===== config.mk =====
export PLATFORM = sky130hd
export DESIGN_NAME = io_rx_writer_flat
export DESIGN_NICKNAME = d
export VERILOG_FILES = /design/src/rtl/io_rx_writer_if.sv /design/src/rtl/io_rx_writer.sv /design/src/flat_wrapper.sv
export SDC_FILE = /design/constraint.sdc
export NUM_CORES = 1
export LEC_CHECK = 0
export CAP_MARGIN = 5
export CORE_ASPECT_RATIO = 1.2
export CORE_MARGIN = 8
export CORE_UTILIZATION = 50
export CTS_CLUSTER_SIZE = 12
export DETAILED_ROUTE_END_ITERATION = 7
export HOLD_SLACK_MARGIN = 0.05
export PLACE_DENSITY = 0.71
export SLEW_MARGIN = 20
export SYNTH_ARGS = -nofsm -noshare
export SYNTH_HDL_FRONTEND = slang
export SYNTH_SLANG_ARGS = --single-unit

===== constraint.sdc =====
create_clock -name clk -period 2.6 [get_ports clk]
set_input_delay 0.26 -clock clk [delete_from_list [all_inputs] [get_ports clk]]
set_output_delay 0.26 -clock clk [all_outputs]
set_load 0.005 [all_outputs]

===== src/rtl/io_rx_writer_if.sv =====
// io_rx_writer_if
// Bundles the TDM serial input pins and the io_mem write / status outputs of
// io_rx_writer.
//   master : the receiver (takes bclk/fsync/sdata, drives writes and status)
//   slave  : the environment (drives the serial pins, observes the writes)
// Signals:
//   bclk, fsync, sdata       serial bit clock, frame sync, serial data
//   wr_en, wr_addr, wr_data  io_mem write strobe, address, sample
//   ready_bank               bank holding the last complete frame
//   frame_done               one-cycle pulse per completed frame
//   locked                   high while frames are being tracked
//   sync_err                 one-cycle pulse on a framing violation
interface io_rx_writer_if #(
  parameter int IO_WIDTH      = 24,
  parameter int IO_ADDR_WIDTH = 10
);
  logic                     bclk;
  logic                     fsync;
  logic                     sdata;
  logic                     wr_en;
  logic [IO_ADDR_WIDTH-1:0] wr_addr;
  logic [IO_WIDTH-1:0]      wr_data;
  logic                     ready_bank;
  logic                     frame_done;
  logic                     locked;
  logic                     sync_err;

  modport master (
    input  bclk, fsync, sdata,
    output wr_en, wr_addr, wr_data, ready_bank, frame_done, locked, sync_err
  );

  modport slave (
    output bclk, fsync, sdata,
    input  wr_en, wr_addr, wr_data, ready_bank, frame_done, locked, sync_err
  );
endinterface


===== src/rtl/io_rx_writer.sv =====
// io_rx_writer
// Deserialises a TDM audio stream (one-bit-delayed frame sync, MSB first) and
// writes each slot's IO_WIDTH-bit sample into a double-banked io_mem. At every
// good frame boundary the filled bank is published on ready_bank and the
// banks swap.
// Ports:
//   clk      system clock, at least 4x the bclk frequency
//   reset_n  synchronous active-low reset
//   bus      io_rx_writer_if.master: serial pins in, io_mem writes and
//            status (ready_bank, frame_done, locked, sync_err) out
module io_rx_writer #(
  parameter int NUM_CHANNELS  = 8,
  parameter int IO_WIDTH      = 24,
  parameter int SLOT_WIDTH    = 32,
  parameter int IO_ADDR_WIDTH = 10,
  parameter int BASE_ADDR     = 0
) (
  input  logic          clk,
  input  logic          reset_n,
  io_rx_writer_if.master bus
);
  localparam int SLOT_BITS = (NUM_CHANNELS > 1) ? $clog2(NUM_CHANNELS) : 1;
  localparam int BIT_BITS  = (SLOT_WIDTH > 1) ? $clog2(SLOT_WIDTH) : 1;

  localparam logic [SLOT_BITS-1:0] LAST_SLOT = SLOT_BITS'(NUM_CHANNELS - 1);
  localparam logic [BIT_BITS-1:0]  LAST_BIT  = BIT_BITS'(SLOT_WIDTH - 1);
  localparam logic [BIT_BITS-1:0]  WORD_LAST = BIT_BITS'(IO_WIDTH - 1);
  localparam logic [BIT_BITS:0]    WORD_LEN  = (BIT_BITS + 1)'(IO_WIDTH);

  localparam logic [0:0] HUNT = 1'b0;
  localparam logic [0:0] RECV = 1'b1;

  // Two-flop synchronizers, bit order {bclk, fsync, sdata}.
  logic [2:0] w_pins;
  logic [2:0] r_meta;
  logic [2:0] r_sync;
  logic       r_bclk_prev;

  logic [0:0]               r_state;
  logic [SLOT_BITS-1:0]     r_slot;
  logic [BIT_BITS-1:0]      r_bit_cnt;
  logic [IO_WIDTH-2:0]      r_shift;     // first IO_WIDTH-1 bits of the word
  logic                     r_fill_bank;
  logic                     r_wr_en;
  logic [IO_ADDR_WIDTH-1:0] r_wr_addr;
  logic [IO_WIDTH-1:0]      r_wr_data;
  logic                     r_ready_bank;
  logic                     r_frame_done;
  logic                     r_sync_err;

  logic                     w_edge;
  logic                     w_fsync;
  logic                     w_sdata;
  logic                     w_frame_end;
  logic [IO_WIDTH-1:0]      w_word;
  logic [IO_ADDR_WIDTH-1:0] w_addr;

  assign w_pins = {bus.bclk, bus.fsync, bus.sdata};

  always_ff @(posedge clk) begin
    if (!reset_n) begin
      r_meta      <= '0;
      r_sync      <= '0;
      r_bclk_prev <= 1'b0;
    end else begin
      r_meta      <= w_pins;
      r_sync      <= r_meta;
      r_bclk_prev <= r_sync[2];
    end
  end

  // fsync/sdata pass through the same depth as bclk, so on the edge cycle
  // they show the values that were stable around the pin's rising edge.
  assign w_edge      = r_sync[2] & ~r_bclk_prev;
  assign w_fsync     = r_sync[1];
  assign w_sdata     = r_sync[0];
  assign w_frame_end = (r_slot == LAST_SLOT) && (r_bit_cnt == LAST_BIT);
  assign w_word      = {r_shift, w_sdata};
  assign w_addr      = IO_ADDR_WIDTH'(BASE_ADDR)
                     + (r_fill_bank ? IO_ADDR_WIDTH'(NUM_CHANNELS) : IO_ADDR_WIDTH'(0))
                     + IO_ADDR_WIDTH'(r_slot);

  always_ff @(posedge clk) begin
    if (!reset_n) begin
      r_state      <= HUNT;
      r_slot       <= '0;
      r_bit_cnt    <= '0;
      r_shift      <= '0;
      // The first frame after reset fills bank 0; ready_bank stays 0 until
      // frame_done says bank 0 really holds a frame.
      r_fill_bank  <= 1'b0;
      r_wr_en      <= 1'b0;
      r_wr_addr    <= '0;
      r_wr_data    <= '0;
      r_ready_bank <= 1'b0;
      r_frame_done <= 1'b0;
      r_sync_err   <= 1'b0;
    end else begin
      r_wr_en      <= 1'b0;
      r_frame_done <= 1'b0;
      r_sync_err   <= 1'b0;
      if (w_edge) begin
        case (r_state)
          HUNT: begin
            if (w_fsync) begin
              r_state   <= RECV;
              r_slot    <= '0;
              r_bit_cnt <= '0;
            end
          end
          RECV: begin
            if (w_fsync && !w_frame_end) begin
              // Early frame sync: drop the partial word, realign to slot 0.
              r_sync_err <= 1'b1;
              r_slot     <= '0;
              r_bit_cnt  <= '0;
            end else begin
              if ({1'b0, r_bit_cnt} < WORD_LEN) begin
                r_shift <= w_word[IO_WIDTH-2:0];
              end
              // Address uses the pre-toggle bank even on the frame's last edge.
              if (r_bit_cnt == WORD_LAST) begin
                r_wr_en   <= 1'b1;
                r_wr_addr <= w_addr;
                r_wr_data <= w_word;
              end
              if (r_bit_cnt == LAST_BIT) begin
                r_bit_cnt <= '0;
                r_slot    <= r_slot + SLOT_BITS'(1);
              end else begin
                r_bit_cnt <= r_bit_cnt + BIT_BITS'(1);
              end
              if (w_frame_end) begin
                r_slot <= '0;
                if (w_fsync) begin
                  r_frame_done <= 1'b1;
                  r_ready_bank <= r_fill_bank;
                  r_fill_bank  <= ~r_fill_bank;
                end else begin
                  r_sync_err <= 1'b1;
                  r_state    <= HUNT;
                end
              end
            end
          end
          default: r_state <= HUNT;
        endcase
      end
    end
  end

  assign bus.wr_en      = r_wr_en;
  assign bus.wr_addr    = r_wr_addr;
  assign bus.wr_data    = r_wr_data;
  assign bus.ready_bank = r_ready_bank;
  assign bus.frame_done = r_frame_done;
  assign bus.locked     = (r_state == RECV);
  assign bus.sync_err   = r_sync_err;
endmodule


===== src/flat_wrapper.sv =====
// flat-port wrapper written by rule: the top's interface ports become plain ports
module io_rx_writer_flat 
#(
  parameter int NUM_CHANNELS  = 8,
  parameter int IO_WIDTH      = 24,
  parameter int SLOT_WIDTH    = 32,
  parameter int IO_ADDR_WIDTH = 10,
  parameter int BASE_ADDR     = 0
)
  (clk, reset_n, bus_bclk, bus_fsync, bus_sdata, bus_wr_en, bus_wr_addr, bus_wr_data, bus_ready_bank, bus_frame_done, bus_locked, bus_sync_err);
  io_rx_writer_if #(.IO_WIDTH(IO_WIDTH), .IO_ADDR_WIDTH(IO_ADDR_WIDTH)) bus_i ();
  input  logic clk;
  input  logic reset_n;
  input wire logic [$bits(bus_i.bclk)-1:0] bus_bclk;
  input wire logic [$bits(bus_i.fsync)-1:0] bus_fsync;
  input wire logic [$bits(bus_i.sdata)-1:0] bus_sdata;
  output wire logic [$bits(bus_i.wr_en)-1:0] bus_wr_en;
  output wire logic [$bits(bus_i.wr_addr)-1:0] bus_wr_addr;
  output wire logic [$bits(bus_i.wr_data)-1:0] bus_wr_data;
  output wire logic [$bits(bus_i.ready_bank)-1:0] bus_ready_bank;
  output wire logic [$bits(bus_i.frame_done)-1:0] bus_frame_done;
  output wire logic [$bits(bus_i.locked)-1:0] bus_locked;
  output wire logic [$bits(bus_i.sync_err)-1:0] bus_sync_err;
  assign bus_i.bclk = bus_bclk;
  assign bus_i.fsync = bus_fsync;
  assign bus_i.sdata = bus_sdata;
  assign bus_wr_en = bus_i.wr_en;
  assign bus_wr_addr = bus_i.wr_addr;
  assign bus_wr_data = bus_i.wr_data;
  assign bus_ready_bank = bus_i.ready_bank;
  assign bus_frame_done = bus_i.frame_done;
  assign bus_locked = bus_i.locked;
  assign bus_sync_err = bus_i.sync_err;
  io_rx_writer #(.NUM_CHANNELS(NUM_CHANNELS), .IO_WIDTH(IO_WIDTH), .SLOT_WIDTH(SLOT_WIDTH), .IO_ADDR_WIDTH(IO_ADDR_WIDTH), .BASE_ADDR(BASE_ADDR)) u_core (.clk(clk), .reset_n(reset_n), .bus(bus_i));
endmodule

**After elaboration in Yosys (flattened, before gate mapping)**

Cells that the tools add are included.

- Memories: 0
- Register bits after elaboration: 78
- Output and inout port bits: 39
- Bits in latches: 0
- Bits in writable memories: 0
- Bits in read-only memories: 0

- Reductions and logical operators: 11
- Shift-type cells: 0
- $lt $le $gt $ge: 1
- Div/mod/pow operators: 0
- Mux-type cells: 18
- Bitwise operators: 8
- Add/subtract/negate cells: 3
- Eq/ne operators: 5
- $mul: 0

Operators with widths:

| cell | number |
|---|---|
| $mux W5 | 3 |
| $mux W3 | 4 |
| $add A10 B3 Y10 | 1 |
| $eq A5 B5 Y1 const B | 2 |
| $pmux W5 S2 | 1 |
| $reduce_and A4 Y1 | 2 |
| $mux W1 | 7 |
| $not A1 Y1 | 7 |
| $pmux W3 S2 | 1 |
| $reduce_and A3 Y1 | 2 |
| $add A5 B1 Y5 const B | 1 |
| $lt A5 B5 Y1 const B | 1 |
| $reduce_and A5 Y1 | 1 |
| $reduce_or A5 Y1 | 1 |
| $mux W4 | 1 |
| $ne A4 B4 Y1 const B | 1 |
| $reduce_or A4 Y1 | 1 |
| $add A3 B1 Y3 const B | 1 |
| $eq A3 B3 Y1 const B | 1 |
| $logic_and A1 B1 Y1 | 2 |
| $ne A2 B1 Y1 const B | 1 |
| $pmux W1 S2 | 1 |
| $reduce_and A2 Y1 | 1 |
| $and A1 B1 Y1 | 1 |
| $logic_not A1 Y1 | 1 |

**Depth between registers and ports, before layout**

Gate-level depths: netlist of run 1.

- Depth in word-level cells: 6
- Depth in mapped cells: 10
- Depth with buffers taken out: 9

**Worst setup path after synthesis of run 1**

No wires, ideal clock.

- Path type: register -> register
- Start point: register u_core.r_bit_cnt[0]
- End point: register u_core.r_shift[17]
- Cell stages (with the launch flop): 11
- Buffers on the path: 1
- Setup slack: 0.438 ns
- Period minus slack after synthesis: 2.162 ns
- Arrival: 2.091 ns
- Library setup time: 0.071 ns
- Data required time: 2.529 ns
- Path through: dfxtp_1 > ha_1 > and3_1 > ha_1 > nand2_1 > ha_1 > nand4bb_2 > a21oi_2 > buf_4 > nand2_1 > a21oi_1

- Cells in the longest elaborated chain, start to end: 6
- Elaborated cells on any way between the ends: 7

Ends and longest elaborated chain:

| element | line | text |
|---|---|---|
| start, declared | io_rx_writer.sv:41 | `logic [BIT_BITS-1:0] r_bit_cnt;` |
| start signal, assigned | io_rx_writer.sv:131 | `r_bit_cnt <= r_bit_cnt + BIT_BITS'(1);` |
| parallel branches: the longest is 5 deep, another holds $lt A5 B5 Y1 | n/a |  |
| $reduce_and A4 Y1 (no source line) (*) | n/a |  |
| end signal, assigned | io_rx_writer.sv:119 | `r_shift <= w_word[IO_WIDTH-2:0];` |
| end, declared | io_rx_writer.sv:42 | `logic [IO_WIDTH-2:0] r_shift;` |

Every way passes the cells marked *.
A chain may end at the register's enable or synchronous reset.

**Worst setup path after layout of run 1**

- Start point: register u_core.r_bit_cnt[0]
- End point: register u_core.r_shift[6]

The elaborated chain is that of the path after synthesis.

==> summary.md, run 1 <==
| Metric | Value |
|---|---|
| Critical Path, Cell by Cell | ha_1 > and3_1 > ha_2 > nand2_1 > ha_2 > nand4bb_2 > a21oi_2 > buf_4 > nand2_1 > a21oi_1 |
| Layout cells sized above 1 | 7.18% |
| XOR/XNOR Fraction of Synth Area | 0.317% |
| Die width | ~84 um |
| Drt first pass iters | 4 |
| CTS tree | done |
| Critical Path Sink Type | register |
| Count leader, synth | nand2_1 |
| Drt wl/cell | 12.9 um |
| Post-synth EDFFs | 0 |
| Synth Register Bits | 72 |
| Simple-gate share of the synthesized area | 25.4% |
| RSZ-0062 raised after global routing | no |
| Compound-Gate Fraction of Synth Area | 12.2% |
| Finish-stage setup viols | 0 |
| Layout Nets | 368 |
| Post-CTS Hold Buffers | 0 |
| Post-Syn Area | 2760 sq um |
| Post-DR vias/cell | 5.21 |
| Critical path's top delay family | adder cells |
| Initial Util | 52.1% |
| Clock insertion delay at the later pin of the skew report | 0.34 ns |
| Post-synth top cells | nand2_1, dfxtp_1, nand3_1 |
| # diodes | 0 |
| Fin crit share | approximately 90% |
| Root buf cell | clkbuf_8 |
| Leakage | 1.15 nW |
| I/O pin count | 44 |
| # DRC | 0 |
| Global-route wire length before repair | 9.53 mm |
| Synth area leaders | dfxtp_1, nand2_1, nand3_1 |
| Netlist cell types | 34 |
| Max Buffers Root-to-Sink | 2 |
| Setup repair bufs after CTS | 0 |
| Area of the multi-input gates | about 1200 sq um |
| Adder-cell area share of the yosys netlist | 2.72% |
| Vias in the first global route | ~2.1k |
| Drt total wl | between 5 and 6 mm |
| Worst slew pin tran | 0.936 ns |
| Final hold violation count | 0 |
| Pwr Density | about 590 nW/um^2 |
| Die H | 97.4 um |
| Post-synthesis mux area share | 0.725% |
| Final ANT Viol Nets | 0 |
| Core Rows | 29 |
| Post-route minimum period | roughly 2.3 ns |
| Setup Skew | 0.00581 ns |
| Post-DP HPWL | 3.53 mm |
| FFs w/ async S/R, synth | 0% |
| Worst VDD drop | 0.332 mV |
| Clock-pin slew on the worst setup and hold paths | 0.07 ns |
| Worst Path Required | 2.85 ns |
| Htree depth | 3 |
| Layout area overhead | 19.9% |
| Worst path max stage delay | 0.37 ns |
| Synth Warn # | 0 |
| Critical path peak fanout | 7 |
| Vias | 2209 |
| Final Slew Violations | 0 |
| Critical path class | register to register |
| Post-cts sizing count | 0 |
| Post-synth top area share | 52.2% |
| Worst path slowest cell | dfxtp_1 |
| I/O Buffers | 37 |
| Gpl congestion | a little under 0.8 |
| CP startpoint kind | register |
| Initial antenna violation count | 0 |
| Hold crit path type | register to register |
| CTS Sinks | 72 |
| GRT Util Overall | roughly 14% |
| Storage element area | 1440 sq um |
| GR Overflow Total | 0 |
| DRT iter0 DRCs | between 200 and 250 |
| Fmax | 426 MHz |
| Status | finished clean |
| Post-synth top area cell | dfxtp_1 |
| Buffer and inverter count on the worst path | 1 |
| CTS Buf Count | 9 |
| Combinational family with the most area after synthesis | simple AND/OR/NAND/NOR gates |
| Total Neg Setup Slack | 0 ns |
| Main synth FF type | dfxtp_1 |
| CP arrival | 2.60 ns |
| Fin util | 62.4% |
| Number of fill cells | 469 |
| Max transition margin | 37.5% |
| Max_cap viols | 0 |
| Seq/Total Area, Yosys | 52.2% |
| Mean post-synth cell area | 8.47 sq um |
| Largest net degree at the start of global routing | 70 |
| Die Area | between 8000 and 9000 sq um |
| Syn Inst Count | 326 |
| Core Area | 5300 sq um |
[placed cells by master (no fill, tap or decap), drive strengths merged, types with 3 or more instances in the layout]
cell type | Yosys | routed
ha | 6 | 6
a21oi | 29 | 29
o21ai | 30 | 30
nand3 | 32 | 32
nand2 | 80 | 80
dfxtp | 72 | 72
nand4b | 3 | 3
nor2 | 8 | 8
nor3 | 5 | 5
nand2b | 3 | 3
inv | 3 | 3
and2 | 7 | 7
clkdlybuf4s50 | 0 | 36
conb | 1 | 6
clkbuf | 11 | 14
buf | 17 | 7
[registers in the layout (all words and copies together) (netlist names)]
register and flops:
u_core.r_sync 3, u_core.bus.frame_done 1, u_core.bus.locked 1, u_core.r_bit_cnt 5
u_core.bus.sync_err 1, u_core.r_shift 23, u_core.r_fill_bank 1, u_core.bus.wr_en 1
u_core.bus.wr_addr 4, u_core.bus.wr_data 24, u_core.r_bclk_prev 1, u_core.r_slot 3
u_core.r_meta 3, u_core.bus.ready_bank 1
[where the power goes]
| group | switching [mW] | internal (mW) |
|---|---|---|
| Combinational | 0.0296 | 0.0128 |
| Clock | 0.391 | 0.400 |
| Sequential | 0.00392 | 1.11 |
[worst paths after layout]
path                             to                start  depth (start not counted)  slack, ns
setup / recovery  u_core.r_shift[6]  u_core.r_bit_cnt[0]                         10       0.25
hold / removal     u_core.r_sync[2]     u_core.r_meta[2]                          1       0.44
setup reg to reg  u_core.r_shift[6]  u_core.r_bit_cnt[0]                         10       0.25
hold reg to reg    u_core.r_sync[2]     u_core.r_meta[2]                          1       0.44
[metrics by stage]
step	std cells	instance area (sq um)	worst slack, ns	total power, mW	hold WS [ns]
6_report	424	3310	0.254	1.94	0.439
5_1_grt	424	3310	0.0307	2.01	0.460
4_1_cts	424	3300	0.126	1.97	0.439
3_5_place_dp	408	3120	0.143	1.18	0.425
3_3_place_gp	408	3120	0.207	1.18	0.413
2_1_floorplan	331	2780	0.438	1.17	0.387
[routing by layer]
metal | share of wire [%] | global-route usage (%) | wire length (um)
met1 | 47 | 16.0 | 2550
met2 | 47 | 22.2 | 2550
met5 | 0 | 0 | 0
met3 | 4.7 | 4.95 | 255
met4 | 1.8 | 7.59 | 96
[logic make-up (layout without fill, tap and decap cells)]
family / Yosys count / count (layout)
AND/OR/NAND/NOR: 149 / 149
adder cells (fa/ha/maj): 6 / 6
other: 1 / 6
multiplexers: 2 / 2
flip-flops: 72 / 72
XOR/XNOR: 1 / 1
buffers and inverters: 31 / 62
AO/OA/AOI/OAI: 64 / 64
[area by class of cell]
cell class / instances / area share (%)
well taps: 62 / 2.34
flip-flops and latches: 72 / 43.6
clock inverters: 2 / 0.416
repair buffers: 43 / 12.9
multi-input cells: 228 / 35.5
clock buffers: 14 / 4.92
inverters: 3 / 0.340
No activity file was read; power rests on OpenSTA's default activity.
==> inputs of run 2 (changes only) <==
--- a/config.mk
+++ b/config.mk
@@ -11,8 +11,10 @@
 export CORE_UTILIZATION = 50
 export CTS_CLUSTER_SIZE = 12
 export DETAILED_ROUTE_END_ITERATION = 7
+export GPL_ROUTABILITY_DRIVEN = 0
 export HOLD_SLACK_MARGIN = 0.05
 export PLACE_DENSITY = 0.71
+export REMOVE_ABC_BUFFERS = 1
 export SLEW_MARGIN = 20
 export SYNTH_ARGS = -nofsm -noshare
 export SYNTH_HDL_FRONTEND = slang
==> summary.md, run 2 (synthesized netlist as in run 1, its figures left out) <==
| Metric | Value |
|---|---|
| Initial antenna violation count | 0 |
| GR Overflow Total | 0 |
| Critical Path Sink Type | register |
| DP Area | 3130 sq um |
| Critical path class | register to register |
| Vias in the first global route | 2167 |
| I/O Buffers | 37 |
| Drt total wl | about 5.4 mm |
| Layout area overhead | 20.2% |
| R2R depth | 10 |
| CP arrival | between 2 and 3 ns |
| Core Area | about 5300 sq um |
| # DRC | 0 |
| Number of cells on the worst hold path | 1 |
| Global-route wire length before repair | ~9.4 mm |
| Hold crit path type | register to register |
| Clock power share | 40.5% |
| Switch share | 21.6% |
| Max FFs per register | 24 |
| Post-DP HPWL | 3.46 mm |
| Clock insertion delay at the later pin of the skew report | 0.34 ns |
| Worst slew pin tran | 0.920 ns |
| Most frequent cells in the layout | nand2_1, dfxtp_1, clkdlybuf4s50_1, nand3_1, a21oi_1 |
| Final ANT Viol Nets | 0 |
| CTS Buf Count | 9 |
| Switch Pwr | between 400 and 500 uW |
| Clock-pin slew on the worst setup and hold paths | 0.07 ns |
| Commonest non-fill, non-tap cell in the layout | nand2_1 |
| Setup Skew | 0.00686 ns |
| Fin util | 62.6% |
| CTS tree | done |
| Core Rows | 29 |
| Internal power | roughly 1.5 mW |
| Largest net degree at the start of global routing | 70 |
| GRT Util Overall | 13.8% |
| Die Area | ~8000 sq um |
| Max transition margin | 38.6% |
| RSZ-0062 raised after global routing | no |
| DRT iter0 DRCs | 172 |
| Post-Place Cells | around 400 |
| Root buf cell | clkbuf_8 |
| Seq pwr share | 57.3% |
| Final hold violation count | 0 |
| Finish-stage setup viols | 0 |
| Cell area after layout | around 3300 sq um |
| Worst VDD drop | 0.397 mV |
| Max Buffers Root-to-Sink | 2 |
| Layout cells sized above 1 | between 7 and 8% |
| Initial Util | 52.1% |
| Combinational Power Share | about 2.2% |
| Total Neg Setup Slack | 0 ns |
| Vias | 2193 |
| Setup ws final | 0.243 ns |
| Die H | 97.4 um |
| Drt wl/cell | 12.7 um |
| # diodes | 0 |
| Place WS | around 0.16 ns |
| Post-Layout Cell Count | 423 |
| Layout Nets | 367 |
| Worst Path Required | 2.86 ns |
| Leakage | between 1 and 1.5 nW |
| Post-route minimum period | 2.36 ns |
| Fmax | 424 MHz |
| Pwr Density | 584 nW/um^2 |
| Drt first pass iters | 5 |
| CTS Sinks | 72 |
| Status | finished clean |
| CP startpoint kind | register |
| Final Slew Violations | 0 |
| Post-DR vias/cell | 5.18 |
| Max_cap viols | 0 |
| Htree depth | 3 |
| Die width | 83.8 um |
| I/O pin count | 44 |
| Critical path peak fanout | 23 |
| Fin crit share | 90.6% |
## run 2: cell types whose count changed in the layout (fill, tap and decap cells not counted), sizes merged
cell | before | now
buf | 7 | 6
## run 2: layout make-up
cell class	count	area (sq um)
Fill cell	491	1980
Sequential cell	72	1440
Multi-Input combinational cell	228	1180
Timing Repair Buffer	42	428
Clock buffer	14	163
Tap cell	62	77.6
Clock inverter	2	13.8
Inverter	3	11.3
## run 2: timing repair
item	CTS	global route
hold endpoints to repair	0	0
endpoints found under the setup margin	0	27
hold buffers	0	0
gates resized for setup	0	4
buffers inserted	0	0
## run 2: through the flow
step                      total power [mW]  hold WS (ns)
after detailed placement              1.18         0.419
after floorplan                       1.15         0.382
after global placement                1.18         0.414
after global routing                  2.01         0.459
after CTS                             1.96         0.436
final                                 1.94         0.435
## run 2: critical path: stages (launching register included)
cell	delay, ns
dfxtp_1	0.37
ha_1	0.23
and3_1	0.18
ha_2	0.23
nand2_1	0.15
ha_2	0.26
nand4bb_2	0.29
a21oi_2	0.20
buf_12	0.18
nand2_1	0.07
a21oi_1	0.11
## run 2: power by group through the flow
stage          sequential [mW]  clock, mW  combinational (mW)
3_3_place_gp              1.14          0              0.0416
2_1_floorplan             1.14          0              0.0165
4_1_cts                   1.11      0.804              0.0419
6_report                  1.11      0.786              0.0421
3_5_place_dp              1.14          0              0.0417
5_1_grt                   1.11      0.853              0.0473
## run 2: final timing paths
kind | startpoint | end | slack [ns]
setup / recovery | u_core.r_bit_cnt[0] | u_core.r_shift[22] | 0.24
hold reg to reg | u_core.r_meta[1] | u_core.r_sync[1] | 0.43
setup reg to reg | u_core.r_bit_cnt[0] | u_core.r_shift[22] | 0.24
hold / removal | u_core.r_meta[1] | u_core.r_sync[1] | 0.43
## run 2: routing by layer
layer	vias up	GRT usage, %	share of wire, %
met4	0	7.19	1.7
met5	-	0	0
li1	1143	-	-
met2	37	22.8	48
met1	1006	15.1	45
met3	7	4.78	4.8
==> edit, RTL diff (config.mk and constraints of run 1) <==
`NUM_CHANNELS` is set to 8 in 2 places; all go to 16.
--- a/src/rtl/io_rx_writer.sv
+++ b/src/rtl/io_rx_writer.sv
@@ -9,7 +9,7 @@
 //   bus      io_rx_writer_if.master: serial pins in, io_mem writes and
 //            status (ready_bank, frame_done, locked, sync_err) out
 module io_rx_writer #(
-  parameter int NUM_CHANNELS  = 8,
+  parameter int NUM_CHANNELS  = 16,
   parameter int IO_WIDTH      = 24,
   parameter int SLOT_WIDTH    = 32,
   parameter int IO_ADDR_WIDTH = 10,
--- a/src/flat_wrapper.sv
+++ b/src/flat_wrapper.sv
@@ -1,7 +1,7 @@
 // flat-port wrapper written by rule: the top's interface ports become plain ports
 module io_rx_writer_flat 
 #(
-  parameter int NUM_CHANNELS  = 8,
+  parameter int NUM_CHANNELS  = 16,
   parameter int IO_WIDTH      = 24,
   parameter int SLOT_WIDTH    = 32,
   parameter int IO_ADDR_WIDTH = 10,
Function: same outputs for any inputs over 10 cycles, from zero or initial values and one cycle with reset_n low; that may be too few to reach the edited logic, so the function may still have changed.
==> edit against run 1 <==
- hold slack got worse by 0.0054 ns
- cell area increased by 8.3%
- non-clock buffer count increased by 5
- total power increased by 5.0%
- sequential cell count increased by 2
- clock power increased by 7.8%
- sequential share of layout area decreased by 2.2 points
- worst setup slack improved by 0.0085 ns
- wire length increased by 20%
- synthesized area increased by 7.2%
- critical endpoint is now u_core.r_slot[2]
- largest power group unchanged
==> edit: results (changes against run 1) <==
status finished clean; layout cells sized above 1 6.65% (-0.53 points); reg2reg path depth 9 (-1); Post-Syn Area per Cell 8.57 um^2 (+1.3%); final layout net count 382 (+3.8%); fill cell count 537 (+14%); RR Endpoint u_core.r_slot[2]; CP max FO 27 (+20); Slew HR 50.7% (+13 points); setup ws final 0.263 ns (+0.00855 ns); Reg power frac 55.9% (-1.2 points); Pint 1.62 mW (+6.3%); placed cell areas 0.00340 mm^2 (+8.8%); worst vdd ir 354 uV (+6.7%); Port-buffer cells 38 (+2.7%); hold_ws 0.434 ns (-0.00540 ns); all-layer global routing usage 16.0% (+2.0 points); largest net degree at the start of global routing 56 (-20%); DR iter-0 viols 158 (-31%); HPWL after detailed placement 4.07 mm (+15%); CP Data Arrival Time 2.62 ns (+0.02 ns); Power Clock 0.853 mW (+7.8%); routability congestion estimate 0.826 (+4.2%); Cell variety after synth 38 (+12%); clk_skew 0.00608 ns (+0.000276 ns); number of vias per cell 5.52 (+6.0%); first-pass iteration count of the detailed router 5 (+1); Seq/Total Area, Yosys 50.1% (-2.1 points); post-synthesis compound-gate area fraction 22.0% (+9.8 points); first-pass GRT wire length 11.2 mm (+18%)
edit: changes by cell type after synthesis, sizes merged, moves of 5 or more:
cell | run 1 | this run
nand2 | 80 | 6
nand3 | 32 | 54
a21oi | 29 | 59
clkbuf | 11 | 22
nor2 | 8 | 3
o21ai | 30 | 58
edit: cell families (layout without fill, tap and decap cells):
logic type | Yosys count | after routing
flip-flops | 74 | 74
AND/OR/NAND/NOR | 96 | 96
adder cells (fa/ha/maj) | 5 | 5
buffers and inverters | 42 | 69
multiplexers | 2 | 2
other | 1 | 5
AO/OA/AOI/OAI | 125 | 125
edit: area by class of cell:
type / instances / area share [%]
clock buffers: 12 / 4.05
clock inverters: 3 / 1.12
inverters: 6 / 0.628
multi-input cells: 233 / 36.7
flip-flops and latches: 74 / 41.3
well taps: 80 / 2.79
repair buffers: 48 / 13.4
edit: per-layer routing:
metal	track usage (%)	vias up	share of wire [%]
met1	17.1	1186	45
met5	0	-	0
met3	3.92	9	3.6
li1	-	1278	-
met4	8.76	0	1.8
met2	28.2	45	49
